==> src/rtl/mem_port_arbiter_if.sv <==
// Bundle of cache-port, debug-port and main-memory signals around mem_port_arbiter.
// slave = arbiter view, master = requesters plus memory model view.
interface mem_port_arbiter_if #(
  parameter int unsigned LINE_WORDS = 4
);
  localparam int unsigned BEAT_W = $clog2(LINE_WORDS);

  logic              i_req;
  logic [31:0]       i_addr;
  logic              i_gnt;
  logic              i_rvalid;
  logic              i_done;

  logic              d_req;
  logic              d_we;
  logic [31:0]       d_addr;
  logic [31:0]       d_wdata;
  logic              d_gnt;
  logic              d_rvalid;
  logic              d_done;

  logic              dbg_req;
  logic              dbg_we;
  logic [31:0]       dbg_addr;
  logic [31:0]       dbg_wdata;
  logic              dbg_gnt;
  logic              dbg_done;

  logic [31:0]       rdata;
  logic [BEAT_W-1:0] beat;

  logic              mem_req;
  logic              mem_we;
  logic [31:0]       mem_addr;
  logic [31:0]       mem_wdata;
  logic [31:0]       mem_rdata;
  logic              mem_ready;

  logic              cpu_stall;

  modport slave (
    input  i_req, i_addr,
    input  d_req, d_we, d_addr, d_wdata,
    input  dbg_req, dbg_we, dbg_addr, dbg_wdata,
    input  mem_rdata, mem_ready,
    output i_gnt, i_rvalid, i_done,
    output d_gnt, d_rvalid, d_done,
    output dbg_gnt, dbg_done,
    output rdata, beat,
    output mem_req, mem_we, mem_addr, mem_wdata,
    output cpu_stall
  );

  modport master (
    output i_req, i_addr,
    output d_req, d_we, d_addr, d_wdata,
    output dbg_req, dbg_we, dbg_addr, dbg_wdata,
    output mem_rdata, mem_ready,
    input  i_gnt, i_rvalid, i_done,
    input  d_gnt, d_rvalid, d_done,
    input  dbg_gnt, dbg_done,
    input  rdata, beat,
    input  mem_req, mem_we, mem_addr, mem_wdata,
    input  cpu_stall
  );
endinterface

==> src/rtl/mem_port_arbiter.sv <==
// Shares one single-ported memory between I-cache refill, D-cache refill/write-back and debug loader.
// Line bursts for I/D, single words for debug; debug has priority, I/D alternate round-robin.
module mem_port_arbiter #(
  parameter int unsigned LINE_WORDS = 4
) (
  input  logic              CPU_CLK,
  input  logic              CPU_RST,
  mem_port_arbiter_if.slave bus
);
  localparam int unsigned       BEAT_W    = $clog2(LINE_WORDS);
  localparam logic [31:0]       LINE_MASK = ~32'(4 * LINE_WORDS - 1);
  localparam logic [31:0]       WORD_MASK = ~32'(3);
  localparam logic [BEAT_W-1:0] LAST_BEAT = BEAT_W'(LINE_WORDS - 1);

  typedef enum logic [1:0] {
    ST_IDLE,
    ST_BUSY,
    ST_DONE
  } state_e;

  typedef enum logic [1:0] {
    OWN_NONE,
    OWN_I,
    OWN_D,
    OWN_DBG
  } owner_e;

  state_e            state_q,     state_d;
  owner_e            owner_q,     owner_d;
  logic              rr_last_d_q, rr_last_d_d;  // 1 = D was the last I/D winner
  logic              we_q,        we_d;
  logic [31:0]       base_q,      base_d;
  logic [31:0]       dbg_wdata_q, dbg_wdata_d;
  logic [BEAT_W-1:0] beat_q,      beat_d;

  logic              busy;
  logic              fin;
  logic              own_i;
  logic              own_d;
  logic              own_dbg;
  logic              pick_d;
  logic              i_done_c;
  logic              d_done_c;
  logic [BEAT_W-1:0] end_beat;

  always_ff @(posedge CPU_CLK or negedge CPU_RST) begin
    if (!CPU_RST) begin
      state_q     <= ST_IDLE;
      owner_q     <= OWN_NONE;
      rr_last_d_q <= 1'b0;
      we_q        <= 1'b0;
      base_q      <= '0;
      dbg_wdata_q <= '0;
      beat_q      <= '0;
    end else begin
      state_q     <= state_d;
      owner_q     <= owner_d;
      rr_last_d_q <= rr_last_d_d;
      we_q        <= we_d;
      base_q      <= base_d;
      dbg_wdata_q <= dbg_wdata_d;
      beat_q      <= beat_d;
    end
  end

  // D wins when it is the only I/D requester or when I had the port last
  assign pick_d   = bus.d_req & (~bus.i_req | ~rr_last_d_q);
  assign end_beat = (owner_q == OWN_DBG) ? '0 : LAST_BEAT;

  always_comb begin
    state_d     = state_q;
    owner_d     = owner_q;
    rr_last_d_d = rr_last_d_q;
    we_d        = we_q;
    base_d      = base_q;
    dbg_wdata_d = dbg_wdata_q;
    beat_d      = beat_q;
    unique case (state_q)
      ST_IDLE: begin
        owner_d = OWN_NONE;
        if (bus.dbg_req) begin
          state_d     = ST_BUSY;
          owner_d     = OWN_DBG;
          we_d        = bus.dbg_we;
          base_d      = bus.dbg_addr & WORD_MASK;
          dbg_wdata_d = bus.dbg_wdata;
        end else if (pick_d) begin
          state_d     = ST_BUSY;
          owner_d     = OWN_D;
          we_d        = bus.d_we;
          base_d      = bus.d_addr & LINE_MASK;
          rr_last_d_d = 1'b1;
        end else if (bus.i_req) begin
          state_d     = ST_BUSY;
          owner_d     = OWN_I;
          we_d        = 1'b0;
          base_d      = bus.i_addr & LINE_MASK;
          rr_last_d_d = 1'b0;
        end
      end
      ST_BUSY: begin
        if (bus.mem_ready) begin
          if (beat_q == end_beat) begin
            beat_d  = '0;
            state_d = ST_DONE;
          end else begin
            beat_d  = beat_q + BEAT_W'(1);
          end
        end
      end
      ST_DONE: begin
        state_d = ST_IDLE;
        owner_d = OWN_NONE;
      end
      default: begin
        state_d = ST_IDLE;
        owner_d = OWN_NONE;
      end
    endcase
  end

  assign busy    = (state_q == ST_BUSY);
  assign fin     = (state_q == ST_DONE);
  assign own_i   = (owner_q == OWN_I);
  assign own_d   = (owner_q == OWN_D);
  assign own_dbg = (owner_q == OWN_DBG);

  assign i_done_c = fin & own_i;
  assign d_done_c = fin & own_d;

  assign bus.i_gnt    = (busy | fin) & own_i;
  assign bus.d_gnt    = (busy | fin) & own_d;
  assign bus.dbg_gnt  = (busy | fin) & own_dbg;
  assign bus.i_done   = i_done_c;
  assign bus.d_done   = d_done_c;
  assign bus.dbg_done = fin & own_dbg;

  assign bus.i_rvalid = busy & own_i & ~we_q & bus.mem_ready;
  assign bus.d_rvalid = busy & own_d & ~we_q & bus.mem_ready;

  assign bus.mem_req   = busy;
  assign bus.mem_we    = busy & we_q;
  assign bus.mem_addr  = busy ? (base_q + 32'({beat_q, 2'b00})) : '0;
  assign bus.mem_wdata = (busy & we_q) ? (own_dbg ? dbg_wdata_q : bus.d_wdata) : '0;

  assign bus.rdata = bus.mem_rdata;
  assign bus.beat  = beat_q;

  // Debug loads never hold the pipeline
  assign bus.cpu_stall = (bus.i_req & ~i_done_c) | (bus.d_req & ~d_done_c);
endmodule

==> src/flat_wrapper.sv <==
// flat-port wrapper written by rule: the top's interface ports become plain ports
module mem_port_arbiter_flat 
#(
  parameter int unsigned LINE_WORDS = 4
)
  (CPU_CLK, CPU_RST, bus_i_req, bus_i_addr, bus_d_req, bus_d_we, bus_d_addr, bus_d_wdata, bus_dbg_req, bus_dbg_we, bus_dbg_addr, bus_dbg_wdata, bus_mem_rdata, bus_mem_ready, bus_i_gnt, bus_i_rvalid, bus_i_done, bus_d_gnt, bus_d_rvalid, bus_d_done, bus_dbg_gnt, bus_dbg_done, bus_rdata, bus_beat, bus_mem_req, bus_mem_we, bus_mem_addr, bus_mem_wdata, bus_cpu_stall);
  mem_port_arbiter_if #(.LINE_WORDS(LINE_WORDS)) bus_i ();
  input  logic CPU_CLK;
  input  logic CPU_RST;
  input wire logic [$bits(bus_i.i_req)-1:0] bus_i_req;
  input wire logic [$bits(bus_i.i_addr)-1:0] bus_i_addr;
  input wire logic [$bits(bus_i.d_req)-1:0] bus_d_req;
  input wire logic [$bits(bus_i.d_we)-1:0] bus_d_we;
  input wire logic [$bits(bus_i.d_addr)-1:0] bus_d_addr;
  input wire logic [$bits(bus_i.d_wdata)-1:0] bus_d_wdata;
  input wire logic [$bits(bus_i.dbg_req)-1:0] bus_dbg_req;
  input wire logic [$bits(bus_i.dbg_we)-1:0] bus_dbg_we;
  input wire logic [$bits(bus_i.dbg_addr)-1:0] bus_dbg_addr;
  input wire logic [$bits(bus_i.dbg_wdata)-1:0] bus_dbg_wdata;
  input wire logic [$bits(bus_i.mem_rdata)-1:0] bus_mem_rdata;
  input wire logic [$bits(bus_i.mem_ready)-1:0] bus_mem_ready;
  output wire logic [$bits(bus_i.i_gnt)-1:0] bus_i_gnt;
  output wire logic [$bits(bus_i.i_rvalid)-1:0] bus_i_rvalid;
  output wire logic [$bits(bus_i.i_done)-1:0] bus_i_done;
  output wire logic [$bits(bus_i.d_gnt)-1:0] bus_d_gnt;
  output wire logic [$bits(bus_i.d_rvalid)-1:0] bus_d_rvalid;
  output wire logic [$bits(bus_i.d_done)-1:0] bus_d_done;
  output wire logic [$bits(bus_i.dbg_gnt)-1:0] bus_dbg_gnt;
  output wire logic [$bits(bus_i.dbg_done)-1:0] bus_dbg_done;
  output wire logic [$bits(bus_i.rdata)-1:0] bus_rdata;
  output wire logic [$bits(bus_i.beat)-1:0] bus_beat;
  output wire logic [$bits(bus_i.mem_req)-1:0] bus_mem_req;
  output wire logic [$bits(bus_i.mem_we)-1:0] bus_mem_we;
  output wire logic [$bits(bus_i.mem_addr)-1:0] bus_mem_addr;
  output wire logic [$bits(bus_i.mem_wdata)-1:0] bus_mem_wdata;
  output wire logic [$bits(bus_i.cpu_stall)-1:0] bus_cpu_stall;
  assign bus_i.i_req = bus_i_req;
  assign bus_i.i_addr = bus_i_addr;
  assign bus_i.d_req = bus_d_req;
  assign bus_i.d_we = bus_d_we;
  assign bus_i.d_addr = bus_d_addr;
  assign bus_i.d_wdata = bus_d_wdata;
  assign bus_i.dbg_req = bus_dbg_req;
  assign bus_i.dbg_we = bus_dbg_we;
  assign bus_i.dbg_addr = bus_dbg_addr;
  assign bus_i.dbg_wdata = bus_dbg_wdata;
  assign bus_i.mem_rdata = bus_mem_rdata;
  assign bus_i.mem_ready = bus_mem_ready;
  assign bus_i_gnt = bus_i.i_gnt;
  assign bus_i_rvalid = bus_i.i_rvalid;
  assign bus_i_done = bus_i.i_done;
  assign bus_d_gnt = bus_i.d_gnt;
  assign bus_d_rvalid = bus_i.d_rvalid;
  assign bus_d_done = bus_i.d_done;
  assign bus_dbg_gnt = bus_i.dbg_gnt;
  assign bus_dbg_done = bus_i.dbg_done;
  assign bus_rdata = bus_i.rdata;
  assign bus_beat = bus_i.beat;
  assign bus_mem_req = bus_i.mem_req;
  assign bus_mem_we = bus_i.mem_we;
  assign bus_mem_addr = bus_i.mem_addr;
  assign bus_mem_wdata = bus_i.mem_wdata;
  assign bus_cpu_stall = bus_i.cpu_stall;
  mem_port_arbiter #(.LINE_WORDS(LINE_WORDS)) u_core (.CPU_CLK(CPU_CLK), .CPU_RST(CPU_RST), .bus(bus_i));
endmodule
==> config.mk <==
export PLATFORM = sky130hd
export DESIGN_NAME = mem_port_arbiter_flat
export DESIGN_NICKNAME = d
export VERILOG_FILES = /design/src/rtl/mem_port_arbiter_if.sv /design/src/rtl/mem_port_arbiter.sv /design/src/flat_wrapper.sv
export SDC_FILE = /design/constraint.sdc
export NUM_CORES = 1
export LEC_CHECK = 0
export ABC_AREA = 1
export BUFFER_PORTS_ARGS = -buffer_cell sky130_fd_sc_hd__buf_2
export CAP_MARGIN = 15
export CORE_AREA = 2 2 119 121
export DETAILED_ROUTE_END_ITERATION = 6
export DIE_AREA = 0 0 121 123
export GPL_TIMING_DRIVEN = 0
export PLACE_DENSITY = 0.8
export SETUP_SLACK_MARGIN = 0.2
export SYNTH_ARGS = -nofsm -noshare
export SYNTH_HDL_FRONTEND = slang
export SYNTH_SLANG_ARGS = --single-unit
export TNS_END_PERCENT = 30
==> constraint.sdc <==
create_clock -name CPU_CLK -period 1.85 [get_ports CPU_CLK]
set_input_delay 0.37 -clock CPU_CLK [delete_from_list [all_inputs] [get_ports CPU_CLK]]
set_output_delay 0.37 -clock CPU_CLK [all_outputs]
set_load 0.02 [all_outputs]
---- After elaboration in Yosys (flattened, before gate mapping) ----
Cells that the tools add are included.
storage, ports and cells
  flip-flop bits (word level) ............. 72
  bits of input ports ..................... 200
  output and inout port bits .............. 109
  word-level logic and storage cells ...... 73
operators by class
  mux-type cells .......................... 22
  reductions and logical operators ........ 8
  equal/unequal tests ..................... 9
  bitwise gates (word level) .............. 25
  $add $sub $neg .......................... 2
operators by type and width
  kind                 number
  $mux 32              6
  $add 32x4->32        1
  $mux 2               9
  $and 1x1->1          16
  $pmux 2 s2           2
  $eq 2x2->1 const B   3
  $not 1->1            6
  $reduce_and 2->1     3
  $reduce_and 3->1     2
  $mux 1               5
  $eq 2x1->1 const B   2
  $ne 2x2->1 const B   2
  $ne 4x3->1 const B   1
  $or 1x1->1           3
  $reduce_bool 3->1    1
  $add 2x1->2 const B  1
  $eq 2x2->1           1
  $logic_not 2->1      1
  $reduce_bool 2->1    1

---- Longest topological paths before layout ----
Gate-level depths: netlist of run 1.
  depth after elaboration ................. 6
  gate-level depth with buffers ........... 10

---- Least setup slack after synthesis of run 1 ----
Ideal clock, no wire load.
  path type ............................... register -> output
  start ................................... reg u_core.beat_q[0] (netlist: u_core.bus.beat[0])
  end ..................................... out bus_mem_addr[20]
  arrival time ............................ 1.877 ns
  stages on the path, launching flop included .. 10
  setup slack ............................. -0.397 ns
  buffers on the path ..................... 0
  cells stage by stage .................... dfrtp_1 -> ha_1 -> fa_1 -> nand2_1 -> nor2_2 -> nand2_2 -> nor2_1 -> nand3_1 -> nand2_1 -> nor2_1
between the ends
  longest elaborated chain between the ends .. 2
RTL lines
  what                    RTL line                 source
  from (decl)             mem_port_arbiter.sv:34   logic [BEAT_W-1:0] beat_q, beat_d;
  from (signal assigned)  mem_port_arbiter.sv:62   beat_q <= beat_d;
  $add 32x4->32           mem_port_arbiter.sv:143  assign bus.mem_addr = busy ? (base_q + 32'({beat_q, 2'b00})) : '0;
  $mux 32                 mem_port_arbiter.sv:143
  to (decl)               flat_wrapper.sv:34       output wire logic [$bits(bus_i.mem_addr)-1:0] bus_mem_addr;
No other way between the ends.

---- Worst setup path in the final report of run 1 ----
  start ................................... reg u_core.beat_q[1] (netlist: u_core.bus.beat[1])
  end ..................................... out bus_mem_addr[30]
The elaborated chain is that of the path after synthesis.

==> impl_metrics.yaml, run 1 <==
cts:
  clkSinkCount: 70
  clock_path_buffers: 2
  cts_buffers: 9
  clock_latency_ns: 0.33
  holdBufCountCts: 0
  root_buffer: "clkbuf_16"
  h-tree-depth: 3
  path_clk_slew_ns: 0.06
  cts_tree: "built"
detailed_routing:
  drt_iter0_markers: 418
  remaining_drc_errors: 0
  ant_nets: 0
  routed_wirelength_um: 19500
  avgViaCountPerCell: 5.11
  wl_per_cell_um: 16.1
  dr.pass1.iters: 6
  dr_total_vias: 6187
power_and_ir_drop:
  pwr_density_cell_nw_per_um2: 1590
  seqPwrFrac: 0.242
  leakage_uw: 0.00402
  clock_power_share: 0.137
  power_frac_comb: 0.621
  power.internal_uw: 6970
  peakVddDrop_mv: 0.831
  p_sw_frac: 0.466
  p_switching_uw: 6070
layout:
  drive_gt1_frac: 0.529
  syn2layout_area_growth_pct: 62.4
  multi_input_area_um2: 3260
  ff_latch_area_um2: 1760
  fillers: 1193
  design_area_um2: 8180
  final_nets: 1232
  stdcell_count: 1210
  num_antenna_cells: 0
critical_path:
  cp_cell_sequence: "buf_6 > fa_2 > nand2_2 > nor2_4 > inv_1 > nor2_1 > nand2_1 > nand2_1 > nand2_2 > nor2_4 > buf_4"
  cp_slowest_cell: "dfrtp_2"
  cp-end-kind: "primary output"
  critPathTopFamily: "simple AND/OR/NAND/NOR gates"
  worstPathRequired_ns: 1.48
  arrival_ns: 2.02
  startpoint_type: "register"
  path_buf_inv: 3
  max_stage_delay_ns: 0.44
  crit_type: "register to primary output"
  r2r_slack_ns: 0.21
  worstPathMaxFanout: 3
global_routing:
  antenna_found_initial: 0
  grt_pass1_vias: 5741
  grt_max_degree: 71
  gr-total-overflow: 0
  grtUsageTotal: 0.245
  grt_pass1_wl_um: 28200
timing:
  maxSlewViolCount: 0
  max_freq_mhz: 419
  worst_pin_slew_ns: 0.910
  slew_headroom: 0.393
  timing.final.ws_setup_ns: -0.536
  setup_viol: 65
  whs_ns: 0.163
  rsz0062_at_grt: "true"
  period_share: 1.29
  finClkSkew_ns: 0.00620
  period_minus_slack_ns: 2.39
  hold_violations: 0
yosys:
  syn_area_um2: 5040
  synthCells: 719
  yosysTopAreaCellShare: 0.348
  postSynthAreaPerCell_um2: 7.01
  synthDistinctLibCells: 30
  yosysSeqAreaShare: 0.348
  synth_top_area_cell: "dfrtp_1"
  synth-seq-cells: 70
  synth.area.top_cells: "dfrtp_1 (35%), nand2_1 (16%), nor2_1 (7.7%)"
  yosysWarnings: 0
floorplan:
  core-area_um2: 13600
  start_util: 0.370
  dieArea_um2: 14900
  die_w_um: 121
  io_pins: 309
  rows: 43
  die_h_um: 123
min_path:
  hold_class: "input port to asynchronous set/reset pin"
placed_design:
  postPlaceCellArea_um2: 6740
  gp_congestion: 0.940
  port_buffers: 263
  hpwlAfterDp_um: 14200
  dp.cells: 1163
status:
  status: "finished with violations"
  violations: "negative setup slack"
run:
  cap_violations: 0
cell usage after synthesis (all sizes together):
| cell type | n |
|---|---|
| inv | 42 |
| mux2 | 32 |
| xor2 | 1 |
| a21boi | 1 |
| dfrtp | 70 |
| nor2 | 113 |
| ha | 6 |
| a21oi | 28 |
| nand3 | 49 |
| o22ai | 2 |
| nand2 | 223 |
| nand4 | 1 |
| a31oi | 1 |
| fa | 1 |
| o211ai | 28 |
| nor3 | 4 |
| o21ai | 45 |
| clkbuf | 10 |
| buf | 58 |
| xnor2 | 3 |
| conb | 1 |
path summary, 6_finish.rpt:
kind,startpoint,endpoint,cells after the start
worst max register to register,u_core.state_q[1],u_core.base_q[27],9
min in group CPU_CLK,bus_dbg_wdata[6],u_core.dbg_wdata_q[6],2
max in group asynchronous,CPU_RST,u_core.base_q[14],1
worst max-delay path,u_core.bus.beat[1],bus_mem_addr[30],11
worst min-delay path,CPU_RST,u_core.dbg_wdata_q[14],1
worst min register to register,u_core.dbg_wdata_q[23],u_core.dbg_wdata_q[23],1
power groups by stage:
stage / clock network [uW] / logic (uW) / registers, uW
finish: 1780 / 8100 / 3150
global route: 1870 / 8720 / 3240
CTS: 1810 / 7240 / 3060
detailed placement: 0 / 5980 / 3050
floorplan: 0 / 4230 / 2860
global placement: 0 / 5890 / 3010
worst register-to-register path: stages, from the launching register on:
cell,delay [ns]
dfrtp_1,0.37
inv_2,0.07
buf_4,0.15
ha_4,0.15
buf_6,0.14
nand2_8,0.11
nand2_8,0.09
buf_6,0.15
o211ai_1,0.13
o21ai_0,0.14
state kept, by name, indices dropped and copies added, names as in the netlist:
| register | count |
|---|---|
| u_core.base_q | 30 |
| u_core.bus.beat | 2 |
| u_core.dbg_wdata_q | 32 |
| u_core.owner_q | 2 |
| u_core.rr_last_d_q | 1 |
| u_core.state_q | 2 |
| u_core.we_q | 1 |
area by class of cell:
cell class,count,share of cell area
Tap cell,180,0.0275
Buffer,68,0.0679
Inverter,42,0.0202
Sequential cell,70,0.215
Timing Repair Buffer,294,0.234
Multi-Input combinational cell,540,0.399
Clock buffer,10,0.0292
Clock inverter,6,0.00826
cell families after synthesis:
logic type / synth area share
DFF: 0.348
xor gates and xnor gates: 0.00695
buffers and inverters: 0.116
other: 0.000744
AOI/OAI and AO/OA: 0.119
adders and majority gates: 0.0189
and+or+nand+nor: 0.319
muxes: 0.0715
stage by stage:
stage | power (uW) | worst slack (ns) | setup TNS, ns | utilization
floorplan | 7080 | -0.191 | -2.08 | -
global placement | 8900 | -0.395 | -8.53 | 0.495
detailed placement | 9030 | -0.417 | -9.44 | 0.495
CTS | 12100 | -0.516 | -16.87 | 0.569
global route | 13800 | -0.612 | -21.71 | 0.601
finish | 13000 | -0.536 | -17.31 | 0.601
placed cells by master (no fill, tap or decap), types with 5 or more instances in the layout:
master	synthesis	final
a21oi_1	28	5
a21oi_2	0	18
a21oi_4	0	5
buf_2	18	203
buf_4	38	91
buf_6	1	50
buf_8	0	7
clkbuf_16	0	9
dfrtp_1	70	66
inv_1	40	31
inv_2	2	9
mux2_2	32	32
nand2_1	213	192
nand2_2	9	21
nand2_4	1	8
nand3_1	49	41
nand3_2	0	7
nor2_1	104	78
nor2_2	5	19
nor2_4	4	16
o211ai_1	28	28
o21ai_0	44	17
o21ai_1	1	10
o21ai_2	0	17
what timing repair did:
| item | in CTS | in global routing |
|---|---|---|
| pin swaps | 29 | 30 |
| endpoints found under the hold margin | 0 | 0 |
| setup buffers | 18 | 10 |
| resized for setup | 188 | 104 |
| endpoints found under the setup margin | 133 | 132 |
| cloned | 2 | 1 |
layer usage:
| layer | vias up | global-route usage | share of wire |
|---|---|---|---|
| met5 | - | 0 | 0 |
| met3 | 48 | 0.0480 | 0.084 |
| met1 | 2882 | 0.312 | 0.40 |
| met2 | 344 | 0.410 | 0.49 |
| met4 | 0 | 0.0981 | 0.031 |
| li1 | 2913 | - | - |
Note: power is estimated with default switching activity, not from simulation.
==> inputs of run 2 (changes only) <==
--- a/config.mk
+++ b/config.mk
@@ -12,7 +12,7 @@
 export DETAILED_ROUTE_END_ITERATION = 6
 export DIE_AREA = 0 0 121 123
 export GPL_TIMING_DRIVEN = 0
-export PLACE_DENSITY = 0.8
+export PLACE_DENSITY = 0.78
 export SETUP_SLACK_MARGIN = 0.2
 export SYNTH_ARGS = -nofsm -noshare
 export SYNTH_HDL_FRONTEND = slang
==> constraint.sdc (replaced) <==
create_clock -name CPU_CLK -period 3 [get_ports CPU_CLK]
set_input_delay 0.6 -clock CPU_CLK [delete_from_list [all_inputs] [get_ports CPU_CLK]]
set_output_delay 0.6 -clock CPU_CLK [all_outputs]
set_load 0.02 [all_outputs]
==> impl_metrics.yaml, run 2 (synthesis gave the netlist of run 1 again) <==
detailed_routing:
  routed_wirelength_um: 17300
  dr_total_vias: 5744
  wl_per_cell_um: 14.6
  avgViaCountPerCell: 4.86
  remaining_drc_errors: 0
  ant_nets: 0
  dr.pass1.iters: 5
  drt_iter0_markers: 359
layout:
  largest_register_ffs: 32
  design_area_um2: 7010
  fin_util: 0.515
  final_common_cell: "buf_2"
  drive_gt1_frac: 0.401
  largest_register: "u_core.dbg_wdata_q"
  final_nets: 1205
  num_antenna_cells: 0
  reg_top3: "u_core.dbg_wdata_q: 32 flops, u_core.base_q: 30 flops"
  final_cell_mix: "buf_2 (279), nand2_1 (212), nor2_1 (102), dfrtp_1 (69), nand3_1 (48)"
  syn2layout_area_growth_pct: 39.1
critical_path:
  worstPathRequired_ns: 2.40
  reg2reg_depth: 7
  startpoint_type: "register"
  cp-end-kind: "primary output"
  r2r_slack_ns: 1.16
  r2r-end: "u_core.we_q"
  crit_type: "register to primary output"
  r2r-start: "u_core.state_q[0]"
  worstPathMaxFanout: 8
  arrival_ns: 2.13
power_and_ir_drop:
  leakage_uw: 0.00374
  power.internal_uw: 3510
  pwr_density_cell_nw_per_um2: 942
  peakVddDrop_mv: 0.459
  power_frac_comb: 0.540
  seqPwrFrac: 0.280
  p_switching_uw: 3100
  clock_power_share: 0.180
  p_sw_frac: 0.469
timing:
  maxSlewViolCount: 0
  setup_viol: 0
  period_minus_slack_ns: 2.73
  worst_pin_slew_ns: 0.631
  hold_violations: 0
  max_freq_mhz: 367
  setup_tns_ns: 0
  slew_headroom: 0.579
  period_share: 0.909
  rsz0062_at_grt: "true"
  finClkSkew_ns: 0.00849
global_routing:
  grt_pass1_vias: 5244
  antenna_found_initial: 0
  grt_max_degree: 55
  grt_pass1_wl_um: 26300
  grtUsageTotal: 0.228
  gr-total-overflow: 0
placed_design:
  gp_congestion: 0.924
  hpwlAfterDp_um: 14300
  port_buffers: 263
  postPlaceCellArea_um2: 6610
floorplan:
  rows: 43
  die_w_um: 121
  die_h_um: 123
  start_util: 0.370
  io_pins: 309
  dieArea_um2: 14900
  core-area_um2: 13600
status:
  status: "complete, no violations"
cts:
  h-tree-depth: 3
  path_clk_slew_ns: 0.06
  cts_buffers: 9
  root_buffer: "clkbuf_16"
  clkSinkCount: 70
  clock_latency_ns: 0.33
  cts_tree: "built"
  holdBufCountCts: 0
  clock_path_buffers: 2
min_path:
  hold_class: "input port to asynchronous set/reset pin"
run:
  cap_violations: 0
## run 2: changes by cell type in the layout (fill, tap and decap cells not counted), sizes merged
cell      previous run  this run
clkinv               1         2
inv                 44        42
bufinv               1         2
clkbuf              19        21
clkinvlp             2         1
buf                353       325
## run 2: cell type report
| type | count | area, um^2 |
|---|---|---|
| inverters | 42 | 158 |
| multi-input cells | 540 | 2740 |
| clock buffers | 11 | 253 |
| fillers | 1391 | 6600 |
| flip-flops and latches | 70 | 1750 |
| plain buffers | 68 | 429 |
| repair buffers | 267 | 1370 |
| well taps | 180 | 225 |
| clock inverters | 5 | 81.3 |
## run 2: per-layer routing
| layer | vias up | global-route usage | routed length (um) |
|---|---|---|---|
| met1 | 2612 | 0.300 | 7430 |
| met3 | 21 | 0.0415 | 1240 |
| met4 | 0 | 0.0574 | 259 |
| met5 | - | 0 | 0 |
| li1 | 2859 | - | - |
| met2 | 252 | 0.387 | 8360 |
## run 2: worst max path at each step
stage                                  start               end  slack [ns]  cells after the start
after CTS                  u_core.state_q[1]  bus_mem_wdata[8]        0.14                      8
after global placement    u_core.bus.beat[0]  bus_mem_addr[12]        0.37                      9
after global routing      u_core.bus.beat[1]  bus_mem_addr[19]        0.13                      8
after floorplan           u_core.bus.beat[0]  bus_mem_addr[20]        0.52                      9
after detailed placement  u_core.bus.beat[0]  bus_mem_addr[12]        0.37                      9
final                     u_core.bus.beat[1]  bus_mem_addr[31]        0.27                     10
## run 2: worst max-delay path: stages (launching register included)
cell     delay [ns]
dfrtp_2        0.46
ha_1           0.29
nand2_1        0.05
nand2_1        0.13
nand3_2        0.13
nor2_4         0.27
nand2_1        0.08
nand2_1        0.06
nand2_1        0.04
nor2_1         0.10
buf_2          0.18
## run 2: what timing repair did
item / CTS / global route
endpoints found under the setup margin: 13 / 42
setup buffers: 0 / 3
gates resized for setup: 4 / 11
pin swaps: 0 / 5
## run 2: power groups by stage
stage	logic, uW	clock network (uW)	registers [uW]
after detailed placement	3490	0	1860
after global placement	3440	0	1840
after floorplan	2420	0	1740
final	3570	1190	1850
after CTS	3510	1200	1850
after global routing	3960	1240	1920
## run 2: stage by stage
step | hold slack, ns | power, uW | setup slack [ns] | std cells
after floorplan | 0.304 | 4160 | 0.523 | 720
final | 0.136 | 6610 | 0.273 | 1183
after global routing | 0.149 | 7120 | 0.127 | 1183
after CTS | 0.138 | 6560 | 0.136 | 1180
after detailed placement | 0.470 | 5350 | 0.374 | 1164
after global placement | 0.461 | 5280 | 0.371 | 1163
